**config.mk**
```make
export PLATFORM = sky130hd
export DESIGN_NAME = inst_fetch_ctrl
export DESIGN_NICKNAME = d
export VERILOG_FILES = /design/src/rtl/cpu_pkg.sv /design/src/rtl/fetch_fifo.sv /design/src/rtl/inst_fetch_ctrl.sv
export SDC_FILE = /design/constraint.sdc
export NUM_CORES = 1
export LEC_CHECK = 0
export CAP_MARGIN = 25
export CORE_UTILIZATION = 46
export CTS_CLUSTER_DIAMETER = 30
export DETAILED_ROUTE_END_ITERATION = 8
export HOLD_SLACK_MARGIN = 0.15
export PLACE_DENSITY = 0.76
export SYNTH_ARGS = -nofsm -noshare
export SYNTH_HDL_FRONTEND = slang
export SYNTH_SLANG_ARGS = --single-unit
```
**constraint.sdc**
```tcl
create_clock -name i_clk -period 5.6 [get_ports i_clk]
set_input_delay 1.12 -clock i_clk [delete_from_list [all_inputs] [get_ports i_clk]]
set_output_delay 1.12 -clock i_clk [all_outputs]
set_load 0.01 [all_outputs]
```
**src/rtl/cpu_pkg.sv**
```systemverilog
// Shared definitions for the instruction fetch slice.
//   fetch_state_t : fetch sequencer states (FETCH, END, HALT)
//   fetch_entry_t : one buffered fetch result {pc, inst}
//   OPC_SYSTEM    : RISC-V SYSTEM major opcode (ecall/ebreak/csr*)
//   is_system()   : true when an instruction word carries OPC_SYSTEM
package cpu_pkg;

  localparam int XLEN = 32;
  localparam logic [6:0] OPC_SYSTEM = 7'b1110011;

  typedef enum logic [1:0] {
    FETCH = 2'd0,
    END   = 2'd1,
    HALT  = 2'd2
  } fetch_state_t;

  typedef struct packed {
    logic [XLEN-1:0] pc;
    logic [XLEN-1:0] inst;
  } fetch_entry_t;

  function automatic logic is_system(input logic [XLEN-1:0] inst);
    return inst[6:0] == OPC_SYSTEM;
  endfunction

endpackage

```
**src/rtl/fetch_fifo.sv**
```systemverilog
// Small synchronous FIFO holding fetched {pc, inst} entries.
// Ports:
//   i_clk, i_rst     clock, asynchronous active-high reset
//   i_push, i_wdata  write entry at tail (caller guarantees room, or a same-cycle pop)
//   i_pop            drop head (caller guarantees o_valid)
//   i_flush          discard all entries; takes priority over push/pop
//   o_head           current head entry (all zeros after reset)
//   o_valid          FIFO not empty
//   o_count          number of stored entries
module fetch_fifo
  import cpu_pkg::*;
#(
  parameter int DEPTH = 2,
  localparam int AW = (DEPTH > 1) ? $clog2(DEPTH) : 1,
  localparam int CW = AW + 1
) (
  input  logic          i_clk,
  input  logic          i_rst,
  input  logic          i_push,
  input  logic          i_pop,
  input  logic          i_flush,
  input  fetch_entry_t  i_wdata,
  output fetch_entry_t  o_head,
  output logic          o_valid,
  output logic [CW-1:0] o_count
);

  fetch_entry_t  mem_q [DEPTH];
  logic [AW-1:0] wr_ptr_q;
  logic [AW-1:0] rd_ptr_q;
  logic [CW-1:0] count_q;

  // DEPTH is a power of two, so the pointers wrap by natural overflow.
  always_ff @(posedge i_clk or posedge i_rst) begin
    if (i_rst) begin
      wr_ptr_q <= '0;
      rd_ptr_q <= '0;
      count_q  <= '0;
      for (int i = 0; i < DEPTH; i++) mem_q[i] <= '0;
    end else if (i_flush) begin
      wr_ptr_q <= '0;
      rd_ptr_q <= '0;
      count_q  <= '0;
    end else begin
      // When full, a push writes the slot the pop is vacating; the head
      // was already consumed from the old contents this cycle.
      if (i_push) begin
        mem_q[wr_ptr_q] <= i_wdata;
        wr_ptr_q        <= wr_ptr_q + 1'b1;
      end
      if (i_pop) rd_ptr_q <= rd_ptr_q + 1'b1;
      case ({i_push, i_pop})
        2'b10:   count_q <= count_q + 1'b1;
        2'b01:   count_q <= count_q - 1'b1;
        default: count_q <= count_q;
      endcase
    end
  end

  assign o_head  = mem_q[rd_ptr_q];
  assign o_valid = (count_q != '0);
  assign o_count = count_q;

endmodule

```
**src/rtl/inst_fetch_ctrl.sv**
```systemverilog
// Fetch sequencer: owns the fetch PC, addresses the combinational
// instruction memory and buffers {pc, inst} into fetch_fifo for decode.
// Optional feature macro: HALT_ON_SYSTEM_EN -- when defined, pushing a
// SYSTEM-opcode word moves the sequencer to HALT (only reset leaves it).
// Ports:
//   i_clk, i_rst           clock, asynchronous active-high reset
//   i_fetch_en             fetch enable; low freezes fetching, FIFO still drains
//   o_mem_addr, i_mem_data word address out, instruction word back (same cycle)
//   i_redirect_valid/_pc   one-cycle redirect from execute (word index)
//   o_inst_valid, i_inst_ready, o_inst, o_inst_pc
//                          decode handshake: a transfer happens on a cycle
//                          where valid & ready are both high at the clock
//                          edge; while valid & !ready the head data is held
//                          stable, and valid never drops without a transfer
//                          except on redirect flush or reset
//   o_halted               fetch stopped (END/HALT) and FIFO empty
module inst_fetch_ctrl
  import cpu_pkg::*;
#(
  parameter int          DEPTH     = 2,
  parameter int          MEM_WORDS = 10,
  parameter logic [31:0] RESET_PC  = 32'd0
) (
  input  logic            i_clk,
  input  logic            i_rst,
  input  logic            i_fetch_en,
  output logic [XLEN-1:0] o_mem_addr,
  input  logic [XLEN-1:0] i_mem_data,
  input  logic            i_redirect_valid,
  input  logic [XLEN-1:0] i_redirect_pc,
  output logic            o_inst_valid,
  input  logic            i_inst_ready,
  output logic [XLEN-1:0] o_inst,
  output logic [XLEN-1:0] o_inst_pc,
  output logic            o_halted
);

  localparam int CW = ((DEPTH > 1) ? $clog2(DEPTH) : 1) + 1;
  localparam logic [XLEN-1:0] MEM_END  = XLEN'(MEM_WORDS);
  localparam logic [XLEN-1:0] MEM_LAST = XLEN'(MEM_WORDS - 1);
  localparam logic [CW-1:0]   FULL_CNT = CW'(DEPTH);

  fetch_state_t    state_q;
  logic [XLEN-1:0] pc_q;

  logic            fifo_valid;
  logic [CW-1:0]   fifo_count;
  fetch_entry_t    fifo_head;
  fetch_entry_t    push_entry;

  logic pop;
  logic push;
  logic redirect_take;
  logic enter_halt;

  // Redirects are dropped entirely in HALT: no flush, no PC change.
  assign redirect_take = i_redirect_valid && (state_q != HALT);

  assign pop  = fifo_valid && i_inst_ready;
  assign push = (state_q == FETCH) && i_fetch_en && !i_redirect_valid &&
                ((fifo_count < FULL_CNT) || pop);

`ifdef HALT_ON_SYSTEM_EN
  assign enter_halt = is_system(i_mem_data);
`else
  assign enter_halt = 1'b0;
`endif

  always_ff @(posedge i_clk or posedge i_rst) begin
    if (i_rst) begin
      state_q <= FETCH;
      pc_q    <= RESET_PC;
    end else if (redirect_take) begin
      pc_q    <= i_redirect_pc;
      state_q <= (i_redirect_pc >= MEM_END) ? END : FETCH;
    end else if (push) begin
      pc_q <= pc_q + 1'b1;
      // HALT outranks END so a SYSTEM word in the last slot still locks out redirects.
      if (enter_halt)            state_q <= HALT;
      else if (pc_q == MEM_LAST) state_q <= END;
    end
  end

  assign push_entry.pc   = pc_q;
  assign push_entry.inst = i_mem_data;

  fetch_fifo #(
    .DEPTH (DEPTH)
  ) u_fifo (
    .i_clk   (i_clk),
    .i_rst   (i_rst),
    .i_push  (push),
    .i_pop   (pop),
    .i_flush (redirect_take),
    .i_wdata (push_entry),
    .o_head  (fifo_head),
    .o_valid (fifo_valid),
    .o_count (fifo_count)
  );

  assign o_mem_addr   = pc_q;
  assign o_inst_valid = fifo_valid;
  assign o_inst       = fifo_head.inst;
  assign o_inst_pc    = fifo_head.pc;
  assign o_halted     = ((state_q == END) || (state_q == HALT)) && (fifo_count == '0);

endmodule

```
==> metrics.cfg, run 1 <==
[grt]
grt_max_degree = 105
track_usage = 0.230
antenna_found_initial = 0
grt_overflow = 0
grt_pass1_wl_mm = 31.3
grt_pass1_vias = 5972

[cts]
clk_latency_ns = 0.42
cts-root-buf = clkbuf_16
clock_path_buffers = 2
cts_setup_buffers = 0
cts_hold_buf = 0
cts_resized = 0
cts_tree = built
cts.sinks = 165
numCtsBuffers = 17
htreeDepth = 4
path_clk_slew_ns = 0.06

[timing]
fmax_ghz = 0.280
rsz0062_at_grt = no
finalSetupViolCount = 0
worst_pin_slew_ns = 1.00
finalCriticalPeriod_ns = 3.58
max-slew-margin-rel = 0.333
post-route-period-util = 0.639
skew_ns = 0.00631
final_hold_viol_count = 0
fin_tns_setup_ns = 0
slew_viol_final = 0

[logic_synthesis]
ys_seq_area_frac = 0.531
post_synth.cell_area_avg_sq_um = 12.5
synth_top_family_by_area = multiplexers
syn-cell-area_sq_mm = 0.00777
ys_types = 45
synthMuxAreaShare = 0.271
synth_xor_area_frac = 0.0180
synth-edff-count = 0
synth_top_flop_cell = dfrtp_1
ys_ff_latch = 165
synth_cells = 624
synth_compound_area_frac = 0.0465
yosys.area_share.adder = 0.00322
yosysWarnings = 0
synthSimpleGateAreaFrac = 0.106
synthArstFlopShare = 1.00
mappedNetlistNets = 695

[placement]
placed_cell_area_sq_mm = 0.00965
hpwl_mm = 13.2
place_congestion = 0.859
portBuffers = 166

[routing]
viasPerCell = 5.65
met1_length_mm = 8.25
ant_nets = 0
highest_layer = met4
vias = 5741
drc = 0
route.met3.wl_mm = 1.44
drt_first_pass_iters = 5
wl_per_cell_microns = 18.9
met2_length_mm = 9.23
drtIter0Drc = 350
wl_mm = 19.3

[floorplanning]
dieArea_sq_mm = 0.0174
placementRows = 47
initial_core_util = 0.470
die_h_microns = 132
core_sq_mm = 0.0165
die_w_microns = 132
io_pins = 167

[critical_path]
crit_slowest_cell = dfrtp_2
worst_setup_path_end_kind = primary output
critical-path-max-stage-delay_ns = 0.51
rrSetupSlack_ns = 3.31
critPathArrivalTime_ns = 2.46
r2r-end = o_mem_addr[21]$_DFFE_PP0P_
crit_fanout = 38
worstPathRequired_ns = 4.48
reg2reg_depth = 5
cp_cell_sequence = buf_12 > buf_4 > mux2_2 > clkdlybuf4s50_1
cp-start-kind = register
worstSetupPathType = register to primary output
reg2reg_from = o_mem_addr[6]$_DFFE_PP0P_

[layout]
n_antenna_cell = 0
drive_above_1_share = 0.299
area_growth_pct = 31.6
final_area_sq_mm = 0.0102
nets = 855

[min_path]
worstHoldPathCells = 2
hold_path_startpoint = u_fifo.mem_q[42]$_DFFE_PP0P_
hp-class = register to register
min_to = u_fifo.mem_q[42]$_DFFE_PP0P_

[outcome]
status = finished, final reports clean

[pwr]
p_leak_nw = 4.55
ir_worst_vdd_mv = 0.219
power_density_mw_per_mm2 = 271

[run]
maxCapViolCount = 0

critical path, delay by kind of cell, from the launching register on:
kind	cells	cell delay, ns
DFF	1	0.51
buffers and inverters	3	1.12
muxes	1	0.38
logic make-up (layout without fill, tap and decap cells):
kind of cell / Yosys count / after routing
flops: 165 / 165
fa+ha+maj: 2 / 2
buf+inv: 41 / 214
xor+xnor: 16 / 16
mux: 187 / 187
simple gates: 155 / 155
compound gates: 58 / 58
report_power, final:
part	leakage, nW	total (mW)	switching [mW]	internal, mW
logic	2.09	0.355	0.146	0.209
registers	2.19	1.32	0.0710	1.25
clock network	0.270	1.10	0.452	0.645
flip-flops by register name (all words and copies together) (netlist names):
register,count
u_fifo.rd_ptr_q,1
u_fifo.o_count,2
o_mem_addr,32
u_fifo.wr_ptr_q,1
u_fifo.mem_q,128
state_q,1
cells in the mapped netlist, types with 4 or more instances:
| master | instances | share of area |
|---|---|---|
| o21ai_0 | 30 | 0.019 |
| a31oi_1 | 4 | 0.0032 |
| o311ai_0 | 4 | 0.0045 |
| and3_1 | 4 | 0.0032 |
| nor4_1 | 14 | 0.011 |
| nor2b_1 | 4 | 0.0032 |
| or3_1 | 7 | 0.0056 |
| nand4_1 | 15 | 0.012 |
| dfrtp_1 | 165 | 0.53 |
| buf_2 | 15 | 0.0097 |
| o211ai_1 | 9 | 0.0087 |
| xnor2_1 | 5 | 0.0056 |
| mux2_2 | 186 | 0.27 |
| inv_1 | 9 | 0.0043 |
| nand2_1 | 56 | 0.027 |
| clkbuf_1 | 13 | 0.0063 |
| nand3_1 | 15 | 0.0097 |
| xor2_1 | 11 | 0.012 |
| nor2_1 | 18 | 0.0087 |
through the flow:
step | setup WS (ns) | total power [mW] | hold slack, ns | instances | util
detailed placement | 2.07 | 1.70 | 0.478 | 984 | 0.584
finish | 2.02 | 2.78 | 0.489 | 1017 | 0.619
global route | 1.94 | 2.89 | 0.514 | 1017 | 0.619
CTS | 1.99 | 2.79 | 0.492 | 1016 | 0.617
global placement | 2.06 | 1.68 | 0.457 | 983 | 0.582
floorplan | 0.0183 | 1.48 | 0.444 | 624 | -
cell usage in the layout (no fill, tap or decap), types with 2 or more instances in the layout:
master	instances
clkdlybuf4s50_1	166
or2_2	3
or4_1	2
nor2_4	2
nand4_1	15
xor2_1	11
buf_12	2
and3_1	4
o31a_1	3
clkbuf_1	4
xnor2_1	5
clkinvlp_4	2
nor3_1	2
nand3_1	15
a21oi_1	3
buf_4	4
or3_1	7
o21ai_0	30
nor4_1	14
clkbuf_8	3
inv_6	2
nor2b_1	4
nor2_1	18
mux2_2	186
nand2_1	55
clkinv_2	4
clkbuf_16	17
inv_1	8
o311ai_0	4
a31oi_1	4
nand2b_1	3
dfrtp_1	164
nor4b_1	2
ha_1	2
o211ai_1	9
per-layer routing:
metal | vias to the layer above | GRT usage
li1 | 2581 | -
met1 | 2871 | 0.299
met2 | 255 | 0.372
met3 | 34 | 0.0600
met4 | 0 | 0.0788
met5 | - | 0
layout make-up:
class	instances	area (sq um)
Tap cell	220	275
Sequential cell	165	4130
Clock buffer	24	482
Multi-Input combinational cell	418	3470
Timing Repair Buffer	173	1760
Clock inverter	8	73.8
Fill cell	1290	6300
Inverter	9	38.8
worst max path at each step:
stage	from	to	slack, ns
global placement	u_fifo.rd_ptr_q$_DFFE_PP0P_	o_inst_pc[12]	2.06
floorplan	i_rst	o_mem_addr[0]$_DFFE_PP0P_	0.02
finish	u_fifo.rd_ptr_q$_DFFE_PP0P_	o_inst_pc[23]	2.02
CTS	u_fifo.rd_ptr_q$_DFFE_PP0P_	o_inst_pc[23]	1.99
global route	u_fifo.rd_ptr_q$_DFFE_PP0P_	o_inst_pc[9]	1.94
detailed placement	i_inst_ready	u_fifo.mem_q[122]$_DFFE_PP0P_	2.07
(Power assumes the default switching activity.)
==> run 2, diff against run 1 <==
- clock period: 5.6 -> 3.1 ns (I/O delays scaled with it)
==> run 2 against run 1 <==
Critical path depth shrank 1. Total power grew 82%. Hold slack lost 0.0040 ns. Register-to-register slack lost 2.4 ns. Non-clock buffer count grew 4. Highest routed layer unchanged. Routed wire length shrank 1.6%. Clock-buffer cell count grew 1. Clock skew shrank 0.00099 ns. Worst setup slack lost 1.8 ns.
==> metrics.cfg, run 2 (synthesis gave the netlist of run 1 again) <==
[outcome]
status = finished, final reports clean  ; unchanged

[grt]
antenna_found_initial = 0  ; unchanged
track_usage = 0.226  ; was 0.230
grt_max_degree = 122  ; was 105
grt_pass1_vias = 5971  ; was 5972
grt_pass1_wl_mm = 30.9  ; was 31.3 mm
grt_overflow = 0  ; unchanged

[routing]
met2_length_mm = 9.19  ; was 9.23 mm
highest_layer = met4  ; unchanged
wl_mm = 19.0  ; was 19.3 mm
route.met3.wl_mm = 1.05  ; was 1.44 mm
wl_per_cell_microns = 18.6  ; was 18.9 microns
met1_length_mm = 8.31  ; was 8.25 mm
drtIter0Drc = 264  ; was 350
drc = 0  ; unchanged
ant_nets = 0  ; unchanged
vias = 5676  ; was 5741
viasPerCell = 5.56  ; was 5.65
drt_first_pass_iters = 5  ; unchanged

[cts]
cts-root-buf = clkbuf_16  ; unchanged
cts_setup_buffers = 0  ; unchanged
htreeDepth = 4  ; unchanged
cts_tree = built  ; unchanged
cts.sinks = 165  ; unchanged
clock_path_buffers = 2  ; unchanged
path_clk_slew_ns = 0.06  ; about the same
numCtsBuffers = 17  ; unchanged
cts_resized = 0  ; unchanged
cts_hold_buf = 0  ; unchanged
clk_latency_ns = 0.42  ; about the same

[critical_path]
reg2reg_from = o_mem_addr[6]$_DFFE_PP0P_  ; unchanged
critPathArrivalTime_ns = 2.27  ; was 2.46 ns
path_buf_inv = 2  ; was 3
cp-startpoint = u_fifo.rd_ptr_q$_DFFE_PP0P_  ; unchanged
cp_cell_sequence = buf_12 > mux2_2 > clkdlybuf4s50_1  ; was buf_12 > buf_4 > mux2_2 > clkdlybuf4s50_1
critical-path-top-delay-family = buffers and inverters  ; unchanged
rrSetupSlack_ns = 0.93  ; was 3.31 ns
worstPathRequired_ns = 2.48  ; was 4.48 ns
worstSetupPathType = register to primary output  ; unchanged
crit_slowest_cell = dfrtp_2  ; unchanged
critical-path-max-stage-delay_ns = 0.66  ; was 0.51 ns
crit_fanout = 34  ; was 38
worst_setup_path_end_kind = primary output  ; unchanged
cp-start-kind = register  ; unchanged

[floorplanning]
placementRows = 47  ; unchanged
die_h_microns = 132  ; unchanged
core_sq_mm = 0.0165  ; unchanged
die_w_microns = 132  ; unchanged
io_pins = 167  ; unchanged
dieArea_sq_mm = 0.0174  ; unchanged
initial_core_util = 0.470  ; unchanged

[timing]
max-slew-margin-rel = 0.445  ; was 0.333
post-route-period-util = 0.931
fin_tns_setup_ns = 0  ; unchanged
rsz0062_at_grt = no  ; unchanged
slew_viol_final = 0  ; unchanged
finalSetupViolCount = 0  ; unchanged
worst_pin_slew_ns = 0.826  ; was 1.00 ns
finalCriticalPeriod_ns = 2.89
final_hold_viol_count = 0  ; unchanged
skew_ns = 0.00532  ; was 0.00631 ns
fmax_ghz = 0.346
timing.hold.ws_ns = 0.485  ; was 0.489 ns

[layout]
fillCellCount = 1281  ; was 1290
final_common_cell = mux2_2  ; unchanged
register_area_sq_mm = 0.00413  ; unchanged
n_antenna_cell = 0  ; unchanged
layout_common_cells = 186 x mux2_2, 165 x clkdlybuf4s50_1, 164 x dfrtp_1  ; was 186 x mux2_2, 166 x clkdlybuf4s50_1, 164 x dfrtp_1
largest_reg_flops = 128  ; unchanged
area_growth_pct = 32.4  ; was 31.6%
postLayoutCoreUtil = 0.623  ; was 0.619
multi_input_area_sq_mm = 0.00347  ; unchanged
regMostFlops = u_fifo.mem_q  ; unchanged
drive_above_1_share = 0.305  ; was 0.299
nets = 859  ; was 855

[pwr]
power_density_mw_per_mm2 = 491  ; was 271 mW/mm^2
ir_worst_vdd_mv = 0.368  ; was 0.219 mV
power_mw = 5.05  ; was 2.78 mW
p_leak_nw = 4.58  ; was 4.55 nW

[placement]
portBuffers = 166  ; unchanged
place_congestion = 0.867  ; was 0.859
hpwl_mm = 13.0  ; was 13.2 mm

[min_path]
hold_path_startpoint = u_fifo.mem_q[42]$_DFFE_PP0P_  ; unchanged
hp-class = register to register  ; unchanged

[run]
maxCapViolCount = 0  ; unchanged

run 2: layout make-up:
class | count | area share
clock inverters | 7 | 0.00669
multi-input cells | 418 | 0.337
flip-flops and latches | 165 | 0.401
inverters | 9 | 0.00365
clock buffers | 25 | 0.0491
well taps | 220 | 0.0268
repair buffers | 177 | 0.175
run 2: routing by layer:
metal / vias up / track usage
met5: - / 0
met4: 0 / 0.0872
met3: 32 / 0.0454
met2: 199 / 0.372
met1: 2851 / 0.294
li1: 2594 / -
run 2: worst min-delay path, stage by stage (launching register included):
cell	delay, ns
dfrtp_1	0.34
nand2_1	0.04
o21ai_0	0.06
run 2: path summary, 6_finish.rpt:
| check | cells after the start | end |
|---|---|---|
| setup reg to reg | 5 | o_mem_addr[17]$_DFFE_PP0P_ |
| hold / removal | 2 | u_fifo.mem_q[42]$_DFFE_PP0P_ |
| setup / recovery | 3 | o_inst_pc[27] |
| min in group asynchronous | 3 | u_fifo.mem_q[67]$_DFFE_PP0P_ |
| hold reg to reg | 2 | u_fifo.mem_q[42]$_DFFE_PP0P_ |
| max in group asynchronous | 3 | u_fifo.rd_ptr_q$_DFFE_PP0P_ |
run 2: report_power, final:
group | internal, mW | total, mW | leakage, nW | switching (mW)
Combinational | 0.376 | 0.637 | 2.11 | 0.261
Sequential | 2.26 | 2.39 | 2.19 | 0.125
Clock | 1.21 | 2.03 | 0.280 | 0.818
run 2: stage by stage:
step	std cells	cell area [sq um]	setup slack, ns
floorplan	624	7770	0.381
global placement	989	9710	0.487
detailed placement	989	9710	0.363
CTS	1021	10300	0.176
global route	1021	10300	0.124
finish	1021	10300	0.214
